**config.mk**
```make
export PLATFORM = sky130hd
export DESIGN_NAME = dsp_mac_sequencer
export DESIGN_NICKNAME = d
export VERILOG_FILES = /design/src/rtl/dsp_mac_sequencer.sv
export SDC_FILE = /design/constraint.sdc
export NUM_CORES = 1
export LEC_CHECK = 0
export ABC_AREA = 1
export CAP_MARGIN = 10
export CORE_MARGIN = 4
export CORE_UTILIZATION = 25
export DETAILED_ROUTE_END_ITERATION = 8
export PLACE_DENSITY = 0.61
export SLEW_MARGIN = 20
export SYNTH_ARGS = -nofsm -noshare
export SYNTH_HDL_FRONTEND = slang
export SYNTH_SLANG_ARGS = --single-unit
```
**constraint.sdc**
```tcl
create_clock -name clk -period 1.6 [get_ports clk]
set_input_delay 0.16 -clock clk [delete_from_list [all_inputs] [get_ports clk]]
set_output_delay 0.16 -clock clk [all_outputs]
set_load 0.02 [all_outputs]
```
**src/rtl/dsp_mac_sequencer.sv**
```systemverilog
// dsp_mac_sequencer
// Drives an external DSP48E1 slice (AREG=BREG=MREG=PREG=1, OPMODEREG=1) through
// N-term signed multiply-accumulate jobs. Operand pairs arrive on a valid/ready
// stream, the accumulated P is captured when the last-term tag leaves a 3-stage
// tag pipe, and the sum is offered on a valid/ready result port.
// Optional build macro MACSEQ_SAT32_EN: clamp the captured sum to the signed
// 32-bit range (sign-extended to 48 bits) and raise res_sat when clamping.
module dsp_mac_sequencer #(
    parameter int MAX_LEN = 256,
    parameter int LEN_W   = 9
) (
    input  logic             clk,
    input  logic             rst_n,
    input  logic             start,
    input  logic [LEN_W-1:0] cfg_len,
    input  logic             in_valid,
    output logic             in_ready,
    input  logic [24:0]      in_a,
    input  logic [17:0]      in_b,
    output logic [29:0]      dsp_a,
    output logic [17:0]      dsp_b,
    output logic [4:0]       dsp_inmode,
    output logic [3:0]       dsp_alumode,
    output logic [6:0]       dsp_opmode,
    input  logic [47:0]      dsp_p,
    output logic             res_valid,
    input  logic             res_ready,
    output logic [47:0]      res_data,
    output logic             res_sat,
    output logic             busy
);

    // OPMODE encodings: Z/Y/X = 000/01/01 loads M, 010/01/01 adds M to P,
    // 010/00/00 feeds P back unchanged.
    localparam logic [6:0] OP_LOAD = 7'b000_0101;
    localparam logic [6:0] OP_ACC  = 7'b010_0101;
    localparam logic [6:0] OP_HOLD = 7'b010_0000;

    typedef enum logic [1:0] {
        IDLE   = 2'd0,
        ISSUE  = 2'd1,
        DRAIN  = 2'd2,
        RESULT = 2'd3
    } state_t;

    state_t             state_reg;
    state_t             state_next;
    logic [LEN_W-1:0]   cnt_reg;
    logic               first_reg;
    logic [29:0]        a_reg;
    logic [17:0]        b_reg;
    logic [6:0]         slot_op_reg;
    logic               slot_last_reg;
    logic [6:0]         opmode_reg;
    logic [2:0]         tag_reg;
    logic [47:0]        res_data_reg;
    logic               res_sat_reg;
    logic [47:0]        cap_data;
    logic               cap_sat;

    logic               issue;
    logic               accept;
    logic               last_beat;
    logic               len_ok;
    logic               capture;

    assign issue     = (state_reg == ISSUE);
    assign accept    = in_valid && issue;
    assign last_beat = accept && (cnt_reg == LEN_W'(1));
    assign len_ok    = (cfg_len != '0) && (cfg_len <= LEN_W'(MAX_LEN));
    // The tag sits in its last stage exactly while P holds the final sum.
    assign capture   = (state_reg == DRAIN) && tag_reg[2];

    assign in_ready    = issue;
    assign busy        = (state_reg != IDLE);
    assign res_valid   = (state_reg == RESULT);
    assign res_data    = res_data_reg;
    assign res_sat     = res_sat_reg;
    assign dsp_a       = a_reg;
    assign dsp_b       = b_reg;
    assign dsp_opmode  = opmode_reg;
    assign dsp_inmode  = 5'b00000;
    assign dsp_alumode = 4'b0000;

    // Next-state logic of the job sequencer.
    always_comb begin
        state_next = state_reg;
        case (state_reg)
            IDLE:    if (start && len_ok) state_next = ISSUE;
            ISSUE:   if (last_beat) state_next = DRAIN;
            DRAIN:   if (tag_reg[2]) state_next = RESULT;
            RESULT:  if (res_ready) state_next = IDLE;
            default: state_next = IDLE;
        endcase
    end

    // State register, remaining-term counter and first-term flag.
    always_ff @(posedge clk) begin
        if (!rst_n) begin
            state_reg <= IDLE;
            cnt_reg   <= '0;
            first_reg <= 1'b0;
        end else begin
            state_reg <= state_next;
            if ((state_reg == IDLE) && start && len_ok) begin
                cnt_reg   <= cfg_len;
                first_reg <= 1'b1;
            end else if (accept) begin
                cnt_reg   <= cnt_reg - LEN_W'(1);
                first_reg <= 1'b0;
            end
        end
    end

    // Operand registers toward the slice's A/B inputs, loaded on each accepted beat.
    always_ff @(posedge clk) begin
        if (!rst_n) begin
            a_reg <= '0;
            b_reg <= '0;
        end else if (accept) begin
            a_reg <= {{5{in_a[24]}}, in_a};
            b_reg <= in_b;
        end
    end

    // Slot stage: decide the operation for the operand slot, then delay it one
    // more cycle so OPMODE reaches the slice's OPMODEREG alongside MREG.
    always_ff @(posedge clk) begin
        if (!rst_n) begin
            slot_op_reg   <= OP_HOLD;
            slot_last_reg <= 1'b0;
            opmode_reg    <= OP_HOLD;
        end else begin
            slot_op_reg   <= accept ? (first_reg ? OP_LOAD : OP_ACC) : OP_HOLD;
            slot_last_reg <= last_beat;
            opmode_reg    <= slot_op_reg;
        end
    end

    // Last-term tag pipe, aligned with OPMODE so its exit matches the final P.
    always_ff @(posedge clk) begin
        if (!rst_n) begin
            tag_reg <= '0;
        end else begin
            tag_reg <= {tag_reg[1:0], slot_last_reg};
        end
    end

`ifdef MACSEQ_SAT32_EN
    localparam logic signed [47:0] SAT_MAX = 48'sh0000_7FFF_FFFF;
    localparam logic signed [47:0] SAT_MIN = 48'shFFFF_8000_0000;

    // Clamp P to the signed 32-bit range on its way into the result register.
    always_comb begin
        cap_data = dsp_p;
        cap_sat  = 1'b0;
        if ($signed(dsp_p) > SAT_MAX) begin
            cap_data = SAT_MAX;
            cap_sat  = 1'b1;
        end else if ($signed(dsp_p) < SAT_MIN) begin
            cap_data = SAT_MIN;
            cap_sat  = 1'b1;
        end
    end
`else
    // Raw 48-bit P passes straight through; no overflow indication.
    always_comb begin
        cap_data = dsp_p;
        cap_sat  = 1'b0;
    end
`endif

    // Result register: sample P when the tag exits, hold it through RESULT.
    always_ff @(posedge clk) begin
        if (!rst_n) begin
            res_data_reg <= '0;
            res_sat_reg  <= 1'b0;
        end else if (capture) begin
            res_data_reg <= cap_data;
            res_sat_reg  <= cap_sat;
        end
    end

endmodule
```
==> results of run 1 <==
-- cells in the final DEF, fill, tap and decap left out, types with 2 or more instances in the layout --
cell / count
buf_4: 19
a21oi_2: 2
clkbuf_16: 9
conb_1: 14
a21oi_1: 8
dfxtp_2: 2
inv_6: 2
nand4_1: 5
nand2_2: 4
dfxtp_1: 109
clkinvlp_4: 3
nand3_2: 2
nor2_1: 213
nor2_2: 4
o21ai_1: 4
clkdlybuf4s50_1: 196
buf_12: 7
ha_2: 2
nand3_1: 10
or2_2: 2
dlymetal6s2s_1: 3
inv_1: 27
nand2_1: 37
nor3_1: 2
ha_1: 4
clkinv_1: 2
dlygate4sd2_1: 5
o21ai_0: 93
-- area by class of cell --
type	instances	area, sq um
Fill cell	1811	10200
Timing Repair Buffer	232	2340
Sequential cell	111	2220
Multi-Input combinational cell	413	1860
Tap cell	225	282
Clock buffer	11	243
Inverter	29	109
Clock inverter	5	40.0
-- metrics by stage --
step	area [sq um]	worst slack (ns)	power, mW	hold slack (ns)
after global placement	6800	-0.139	5.87	0.382
after CTS	7080	0.00473	8.07	0.209
after detailed placement	6800	-0.161	5.88	0.378
after floorplan	4470	0.0298	4.76	0.295
final	7100	0.0768	7.94	0.214
after global routing	7100	-0.0242	8.50	0.220
-- routing by layer --
| layer | share of wire (%) | wire (um) | global-route usage (%) |
|---|---|---|---|
| met1 | 44 | 5780 | 16.2 |
| met2 | 45 | 5880 | 20.7 |
| met3 | 9.6 | 1250 | 4.72 |
| met4 | 1.2 | 153 | 3.57 |
| met5 | 0 | 0 | 0 |
-- what timing repair did --
item / CTS / global route
gates resized for setup: 8 / 10
pin swaps: 0 / 1
endpoints found under the hold margin: 0 / 0
setup endpoints to repair: 9 / 45
-- cells by family after synthesis --
kind of cell | Yosys count
and+or+nand+nor | 282
other | 1
AOI/OAI and AO/OA | 111
buffers and inverters | 82
DFF | 111
adders and majority gates | 6
-- final timing paths --
kind | to | slack (ns) | cells after the start
worst min-delay path | tag_reg[1] | 0.21 | 3
worst min register to register | slot_op_reg[5] | 0.39 | 1
worst max-delay path | dsp_b[2] | 0.08 | 1
worst max register to register | state_reg[1] | 0.14 | 9
-- power breakdown --
group          internal (mW)  switching, mW
registers               3.05          0.175
logic                   1.21           1.36
clock network           1.11           1.04
total                   5.37           2.57
==> reports/qor.txt, run 1 <==
Status: complete, no violations
Area grow syn2layout: 60.6%
Leak: 2.81 nW
Sink Count: 111
Die Wd: 141 um
Vias in the first global route: 4049
Final TNS setup: 0 ns
Placed cells: 1010
Die H: 141 um
DR pass1 iterations: 4
Mux cell area share after synthesis: 0%
H-tree depth: 3
Via count: 4352
Placement Rows: 48
Yosys warns: 0
Nets@finish: 907
Reg-to-reg startpoint: state_reg[1]
Crit Path Class: flip-flop to primary output
Worst setup SP type: flip-flop
Setup violations, final: 0
Largest family of logic cells by synthesized area: simple AND/OR/NAND/NOR gates
Worst path bufs/invs: 1
CTS Root Cell: clkbuf_16
Setup crit start: dsp_b[2]
Top cells by count, synth: nor2_1 (214), dfxtp_1 (111), o21ai_0 (94), nand2_1 (38), inv_1 (27)
RD Place Congestion: 0.765
Seq/Total Area, Yosys: 50.2%
Top FF cell, synth: dfxtp_1
Largest net degree at the start of global routing: 55
CP peak stage delay: 0.63 ns
Worst-Skew Late Latency: 0.35 ns
RSZ-0062 raised after global routing: true
Post-DP HPWL: 9.44 mm
DRT antenna net count: 0
Final period util: 95.2%
Max-cap violations: 0
Port bufs: 206
TritonCTS clock tree: built
Grt total ovfl: 0
Synthesized flop and latch total: 111
Cts bufs inserted: 9
First-pass GRT wire length: 20.8 mm
Synthesized area: 0.00442 sq mm
Vias per inst: 4.24
IO Count: 221
Family with the most delay on the worst path: buffers and inverters
Yosys top cell area share: 50.2%
Initial Utilization: 25.6%
Pins Over Slew Limit: 0
Initial antenna violation count: 0
Remaining DRCs: 0
Final wirelength: 13.1 mm
CP endpoint kind: primary output
Core area: 0.0173 sq mm
Post-CTS setup buffers: 0
Total Die Area: 0.0199 sq mm
Pwr Density: 1120 mW/mm^2
# diodes: 0
Synth Area in Compound Gates: 13.1%
Post-synthesis async set-or-reset flop share: 0%
Top-count cell post-synth: nor2_1
Routed length per instance: 12.7 um
Top post-synthesis cells by area: dfxtp_1 (50%), nor2_1 (18%), o21ai_0 (11%)
Max reg flops: 48
Critical hold path startpoint: rst_n
Cells after Synth: 593
Xor-xnor portion of the synthesized cell area: 0%
Crit path DAT: 1.36 ns
Clock Tree Buf Depth: 2
Critical Path RT: 1.44 ns
Crit path cell chain: clkdlybuf4s50_1
Post-synthesis adder-cell area fraction: 1.70%
Cell variety after synth: 29
Final Util: 41.1%
Maximum VDD drop: 0.000592 V
Clock transition at path regs: 0.08 ns
Crit-path max FO: 2
Simple-gate portion of the synthesized area: 25.7%
Layout cells sized above 1: 8.11%
Area leader, netlist: dfxtp_1
Syn Area/Cell: 7.46 sq um
Max Freq: 657 MHz
Final Non-Filler Cells: 1026
Initial drt markers: 171
Hold Fails Final Rpt: 0
CP max-delay cell: clkdlybuf4s50_1
Clock Skews: 0.00562 ns
CTS Hold Bufs: 0
Post-synth EDFFs: 0
Final worst path period need: 1.52 ns
HP Class: input port to flip-flop
GRT Util Overall: 12.9%
Power figures use the tool's default switching activity.
==> run 2: changes to the inputs <==
- CAP_MARGIN: 10 -> default
- PLACE_DENSITY: 0.61 -> 0.5
==> run 2 against run 1 <==
Net effect:
- setup slack improved by 0.019 ns
- non-clock buffer count down 3
- global-route usage increased by 0.71 points
- flip-flop and latch count is the same
- sequential power barely moved
- combinational power is essentially flat
- total power is 1.4% higher
- final area down 0.41%
- clock power is 5% higher
- wire length increased by 6.6%
- critical endpoint is now cnt_reg[4]
- highest routed layer unchanged
==> reports/qor.txt, run 2 (synthesized netlist as in run 1, its figures left out) <==
Critical hold path startpoint: rst_n (unchanged)
Routed length per instance: 13.6 um (was 12.7 um)
Area grow syn2layout: 59.9% (was 60.6%)
Clock Tree Buf Depth: 2 (unchanged)
CTS Root Cell: clkbuf_16 (unchanged)
Port bufs: 206 (unchanged)
Die H: 141 um (unchanged)
Setup violations, final: 0 (unchanged)
GRT Util Overall: 13.6% (was 12.9%)
Total Die Area: 0.0199 sq mm (unchanged)
Most common cell after layout, fill and taps aside: nor2_1 (unchanged)
RR Endpoint: cnt_reg[4] (was state_reg[1])
Commonest non-fill, non-tap cells in the layout: nor2_1 (214), clkdlybuf4s50_1 (196), dfxtp_1 (110) (was nor2_1 (213), clkdlybuf4s50_1 (196), dfxtp_1 (109))
Cts bufs inserted: 9 (unchanged)
Crit-path max FO: 9 (was 2)
Leak: 2.81 nW (about the same)
Core area: 0.0173 sq mm (unchanged)
Hold Path Stages: 3 (unchanged)
# fillers: 1785 (was 1811)
Vias in the first global route: 4263 (was 4049)
Worst R2R Setup Slack: 0.1 ns (was 0.14 ns)
Vias per inst: 4.26 (was 4.24)
CP endpoint kind: flip-flop (was primary output)
Die Wd: 141 um (unchanged)
Pwr Density: 1140 mW/mm^2 (was 1120 mW/mm^2)
Cell Area, Placed: 0.00671 sq mm (was 0.00680 sq mm)
DR pass1 iterations: 4 (unchanged)
Max reg flops: 48 (unchanged)
RD Place Congestion: 0.799 (was 0.765)
Nets@finish: 905 (was 907)
Crit Path Class: flip-flop to flip-flop (was flip-flop to primary output)
Final worst setup slack: 0.0954 ns (was 0.0768 ns)
# diodes: 0 (unchanged)
Status: complete, no violations (unchanged)
Pins Over Slew Limit: 0 (unchanged)
Final Util: 40.9% (was 41.1%)
Final worst path period need: 1.50 ns (was 1.52 ns)
IO Count: 221 (unchanged)
CP max-delay cell: dfxtp_2 (was clkdlybuf4s50_1)
Sink Count: 111 (unchanged)
Reg-to-reg startpoint: state_reg[0] (was state_reg[1])
Via count: 4365 (was 4352)
Pre-CTS setup slack: -0.196 ns (was -0.161 ns)
Max Freq: 665 MHz (was 657 MHz)
Crit path DAT: 1.79 ns (was 1.36 ns)
Clock transition at path regs: 0.07 ns (was 0.08 ns)
First-pass GRT wire length: 21.9 mm (was 20.8 mm)
Post-DP HPWL: 9.99 mm (was 9.44 mm)
Clock Skews: 0.00647 ns (was 0.00562 ns)
RSZ-0062 raised after global routing: true (unchanged)
Final wirelength: 13.9 mm (was 13.1 mm)
Maximum VDD drop: 0.000554 V (was 0.000592 V)
Post-Layout Inst Area: 0.00707 sq mm (was 0.00710 sq mm)
Remaining DRCs: 0 (unchanged)
Max-cap violations: 0 (unchanged)
R2R cell count: 9 (unchanged)
Largest net degree at the start of global routing: 60 (was 55)
HP Class: input port to flip-flop (unchanged)
Initial drt markers: 176 (was 171)
TritonCTS clock tree: built (unchanged)
Hold Fails Final Rpt: 0 (unchanged)
Critical Path RT: 1.89 ns (was 1.44 ns)
Hold Path End: slot_op_reg[2] (was tag_reg[1])
Pwr Total: 8.05 mW (was 7.94 mW)
DRT antenna net count: 0 (unchanged)
Initial Utilization: 25.6% (unchanged)
Layout cells sized above 1: 7.63% (was 8.11%)
CP peak stage delay: 0.34 ns (was 0.63 ns)
Worst setup SP type: flip-flop (unchanged)
Grt total ovfl: 0 (unchanged)
Initial antenna violation count: 0 (unchanged)
Final period util: 94.0% (was 95.2%)
Worst-Skew Late Latency: 0.35 ns (about the same)
Crit path cell chain: inv_1 -> ha_1 -> nand2_1 -> inv_1 -> nand3_4 -> buf_4 -> nand2_2 -> nand2_2 -> a21oi_2 (was clkdlybuf4s50_1)
Placement Rows: 48 (unchanged)
H-tree depth: 3 (unchanged)
CTS Hold Bufs: 0 (unchanged)
-- run 2: cell types whose count changed in the layout (fill, tap and decap cells not counted), moves of 2 or more --
cell | before | now
buf_12 | 7 | 4
inv_6 | 2 | 0
dlymetal6s2s_1 | 3 | 5
dlygate4sd2_1 | 5 | 2
-- run 2: timing repair --
| item | in CTS | in global routing |
|---|---|---|
| gates cloned | 0 | 1 |
| setup buffers | 0 | 4 |
| endpoints found under the hold margin | 0 | 0 |
| pin swaps | 0 | 2 |
| setup endpoints to repair | 7 | 59 |
| gates resized for setup | 6 | 13 |
-- run 2: critical path, delay by kind of cell, from the launching register on --
kind | cells | cell delay, ns
AOI/OAI and AO/OA | 1 | 0.09
buffers and inverters | 3 | 0.45
and+or+nand+nor | 4 | 0.34
adders and majority gates | 1 | 0.23
DFF | 1 | 0.34
-- run 2: worst max-delay path by stage --
stage | start | to | slack, ns | cells past startpoint
after floorplan | state_reg[1] | state_reg[1] | 0.03 | 10
after global placement | cfg_len[0] | cnt_reg[6] | -0.18 | 9
after detailed placement | cfg_len[0] | cnt_reg[6] | -0.20 | 9
after CTS | dsp_a[24] | dsp_a[26] | 0.002 | 1
after global routing | state_reg[1] | cnt_reg[6] | -0.008 | 9
final | state_reg[0] | cnt_reg[4] | 0.1 | 9
-- run 2: power breakdown --
group / leakage, nW / internal (mW) / switching [mW]
clock network: 0.136 / 1.22 / 1.03
registers: 0.900 / 3.04 / 0.174
logic: 1.78 / 1.18 / 1.40
-- run 2: per-stage QoR --
step	cells	hold WS [ns]	setup TNS, ns
2_1_floorplan	606	0.295	0
3_3_place_gp	1003	0.377	-1.73
3_5_place_dp	1003	0.376	-1.79
4_1_cts	1019	0.142	0
5_1_grt	1024	0.168	-0.00788
6_report	1024	0.146	0
-- run 2: area by class of cell --
| type | instances | area [sq um] | area share (%) |
|---|---|---|---|
| repair buffers | 229 | 2290 | 32.4 |
| flip-flops and latches | 111 | 2220 | 31.4 |
| multi-input cells | 414 | 1880 | 26.5 |
| well taps | 225 | 282 | 3.98 |
| clock buffers | 11 | 233 | 3.29 |
| inverters | 29 | 113 | 1.59 |
| clock inverters | 5 | 58.8 | 0.831 |
-- run 2: per-layer routing --
| metal | wire length [um] | share of wire (%) | vias to the layer above | GRT usage (%) |
|---|---|---|---|---|
| li1 | - | - | 2244 | - |
| met1 | 6140 | 44 | 1937 | 16.2 |
| met2 | 6160 | 44 | 166 | 22.0 |
| met3 | 1400 | 10 | 18 | 5.90 |
| met4 | 221 | 1.6 | 0 | 4.28 |
| met5 | 0 | 0 | - | 0 |
==> run 3: changes to the inputs <==
- CORE_UTILIZATION: 25 -> 40
- PLACE_DENSITY: 0.5 -> 0.76
- RECOVER_POWER: default -> 25
==> run 3 against run 2 <==
Net effect:
- flip-flop and latch count did not move
- sequential power about the same
- first-iteration DRC count is 72% higher
- via count rose by 4.0%
- sequential share of layout area grew 0.84 points
- hold slack lost 0.040 ns
- largest power group unchanged
- clock skew up 0.00055 ns
- final area decreased by 2.6%
- wire length down 5.1%
==> reports/qor.txt, run 3 (synthesized netlist as in run 1, its figures left out) <==
CTS Hold Bufs: 0 (unchanged)
RSZ-0062 raised after global routing: true (unchanged)
Core area: 0.0108 sq mm (was 0.0173 sq mm)
WL met2: 6.42 mm (was 6.16 mm)
Vias per inst: 4.81 (was 4.26)
Final period util: 95.5% (was 94.0%)
RR Endpoint: first_reg (was cnt_reg[4])
Layout cells sized above 1: 8.34% (was 7.63%)
Family with the most delay on the worst path: buffers and inverters (unchanged)
Pins Over Slew Limit: 0 (unchanged)
Initial Utilization: 40.8% (was 25.6%)
Final Non-Filler Cells: 943 (was 1024)
Max reg flops: 48 (unchanged)
Sequential share of power: 43.9% (was 40.0%)
Pwr Density: 1060 mW/mm^2 (was 1140 mW/mm^2)
Vias in the first global route: 4274 (was 4263)
Hold Fails Final Rpt: 0 (unchanged)
Worst R2R Setup Slack: 0.13 ns (was 0.1 ns)
DRT antenna net count: 0 (unchanged)
Post-Layout Inst Area: 0.00689 sq mm (was 0.00707 sq mm)
Initial drt markers: 302 (was 176)
Remaining DRCs: 0 (unchanged)
Setup violations, final: 0 (unchanged)
Final Util: 63.6% (was 40.9%)
Sw Pwr: 2.46 mW (was 2.61 mW)
Clock transition at path regs: 0.09 ns (was 0.07 ns)
R2R cell count: 7 (was 9)
Leak: 2.72 nW (was 2.81 nW)
Internal power: 4.84 mW (was 5.44 mW)
IO Count: 221 (unchanged)
Status: complete, no violations (unchanged)
DRT met1 WL: 5.40 mm (was 6.14 mm)
Crit path cell chain: clkdlybuf4s50_1 (was inv_1 -> ha_1 -> nand2_1 -> inv_1 -> nand3_4 -> buf_4 -> nand2_2 -> nand2_2 -> a21oi_2)
Reg-to-reg startpoint: state_reg[0] (unchanged)
# fillers: 965 (was 1785)
HP Class: input port to flip-flop (unchanged)
Met3 wire len: 1.13 mm (was 1.40 mm)
Placement Rows: 38 (was 48)
Critical Path RT: 1.44 ns (was 1.89 ns)
Final wirelength: 13.2 mm (was 13.9 mm)
Crit path DAT: 1.37 ns (was 1.79 ns)
Grt total ovfl: 0 (unchanged)
RD Place Congestion: 0.863 (was 0.799)
Final worst setup slack: 0.0715 ns (was 0.0954 ns)
GRT Util Overall: 19.4% (was 13.6%)
Port bufs: 206 (unchanged)
Hold Path Stages: 3 (unchanged)
Hold slack final: 0.105 ns (was 0.146 ns)
CP endpoint kind: primary output (was flip-flop)
Largest net degree at the start of global routing: 49 (was 60)
Hold Path End: slot_op_reg[2] (unchanged)
Cts bufs inserted: 9 (unchanged)
Top Metal Used: met4 (unchanged)
Clock power frac: 20.3% (was 28.0%)
Commonest non-fill, non-tap cells in the layout: nor2_1 (214), clkdlybuf4s50_1 (196), dfxtp_1 (110) (unchanged)
Crit Path Class: flip-flop to primary output (was flip-flop to flip-flop)
Maximum VDD drop: 0.000686 V (was 0.000554 V)
Worst path bufs/invs: 1 (was 3)
Area grow syn2layout: 55.8% (was 59.9%)
Final TNS setup: 0 ns (unchanged)
Clock Tree Buf Depth: 2 (unchanged)
CP max-delay cell: clkdlybuf4s50_1 (was dfxtp_2)
Die Wd: 113 um (was 141 um)
Most common cell after layout, fill and taps aside: nor2_1 (unchanged)
Crit-path max FO: 2 (was 9)
Critical hold path startpoint: rst_n (unchanged)
Pre-CTS setup slack: -0.105 ns (was -0.196 ns)
Placed cells: 921 (was 1003)
Final worst path period need: 1.53 ns (was 1.50 ns)
Routed length per instance: 14.0 um (was 13.6 um)
# diodes: 0 (unchanged)
Sink Count: 111 (unchanged)
Worst-Skew Late Latency: 0.36 ns (was 0.35 ns)
Via count: 4539 (was 4365)
DR pass1 iterations: 4 (unchanged)
First-pass GRT wire length: 20.3 mm (was 21.9 mm)
Comb power frac: 35.8% (was 32.0%)
H-tree depth: 3 (unchanged)
Total Die Area: 0.0128 sq mm (was 0.0199 sq mm)
Pwr Total: 7.30 mW (was 8.05 mW)
Nets@finish: 911 (was 905)
Switching Share: 33.6% (was 32.4%)
Initial antenna violation count: 0 (unchanged)
Worst setup SP type: flip-flop (unchanged)
Cell Area, Placed: 0.00663 sq mm (was 0.00671 sq mm)
Post-DP HPWL: 9.76 mm (was 9.99 mm)
Max-cap violations: 0 (unchanged)
CP peak stage delay: 0.63 ns (was 0.34 ns)
TritonCTS clock tree: built (unchanged)
CTS Root Cell: clkbuf_8 (was clkbuf_16)
Die H: 113 um (was 141 um)
Clock Skews: 0.00702 ns (was 0.00647 ns)
Max Freq: 654 MHz (was 665 MHz)
run 3: power groups by stage:
stage | Clock, mW | Sequential, mW | Combinational, mW
floorplan | 0 | 3.50 | 1.26
global route | 1.65 | 3.25 | 2.87
global placement | 0 | 3.25 | 2.49
finish | 1.48 | 3.21 | 2.61
detailed placement | 0 | 3.27 | 2.55
CTS | 1.54 | 3.21 | 2.53
run 3: cell type report:
class / count / area, sq um / area share [%]
Inverter: 29 / 113 / 1.63
Clock buffer: 11 / 141 / 2.05
Clock inverter: 3 / 21.3 / 0.309
Timing Repair Buffer: 235 / 2350 / 34.1
Multi-Input combinational cell: 414 / 1870 / 27.1
Tap cell: 140 / 175 / 2.54
Sequential cell: 111 / 2220 / 32.3
run 3: how the worst max path moves through the flow:
stage	startpoint	endpoint	slack, ns	depth (start not counted)
2_1_floorplan	state_reg[1]	state_reg[1]	0.03	10
3_3_place_gp	cfg_len[6]	cnt_reg[6]	-0.02	9
3_5_place_dp	cfg_len[6]	cnt_reg[0]	-0.11	10
4_1_cts	dsp_a[24]	dsp_a[25]	0.003	1
5_1_grt	state_reg[1]	state_reg[1]	-0.05	9
6_report	dsp_opmode[2]	dsp_opmode[0]	0.07	1
run 3: timing repair:
item / 4_1_cts / 5_1_grt
pin swaps: 0 / 2
hold endpoints to repair: 0 / 0
endpoints found under the setup margin: 9 / 86
setup buffers: 0 / 5
gates resized for setup: 10 / 8
gates cloned: 0 / 3
run 3: routing by layer:
metal,GRT usage (%),vias up
met5,0,-
met4,6.49,0
met3,5.40,20
met2,33.7,198
met1,23.1,2071
li1,-,2250
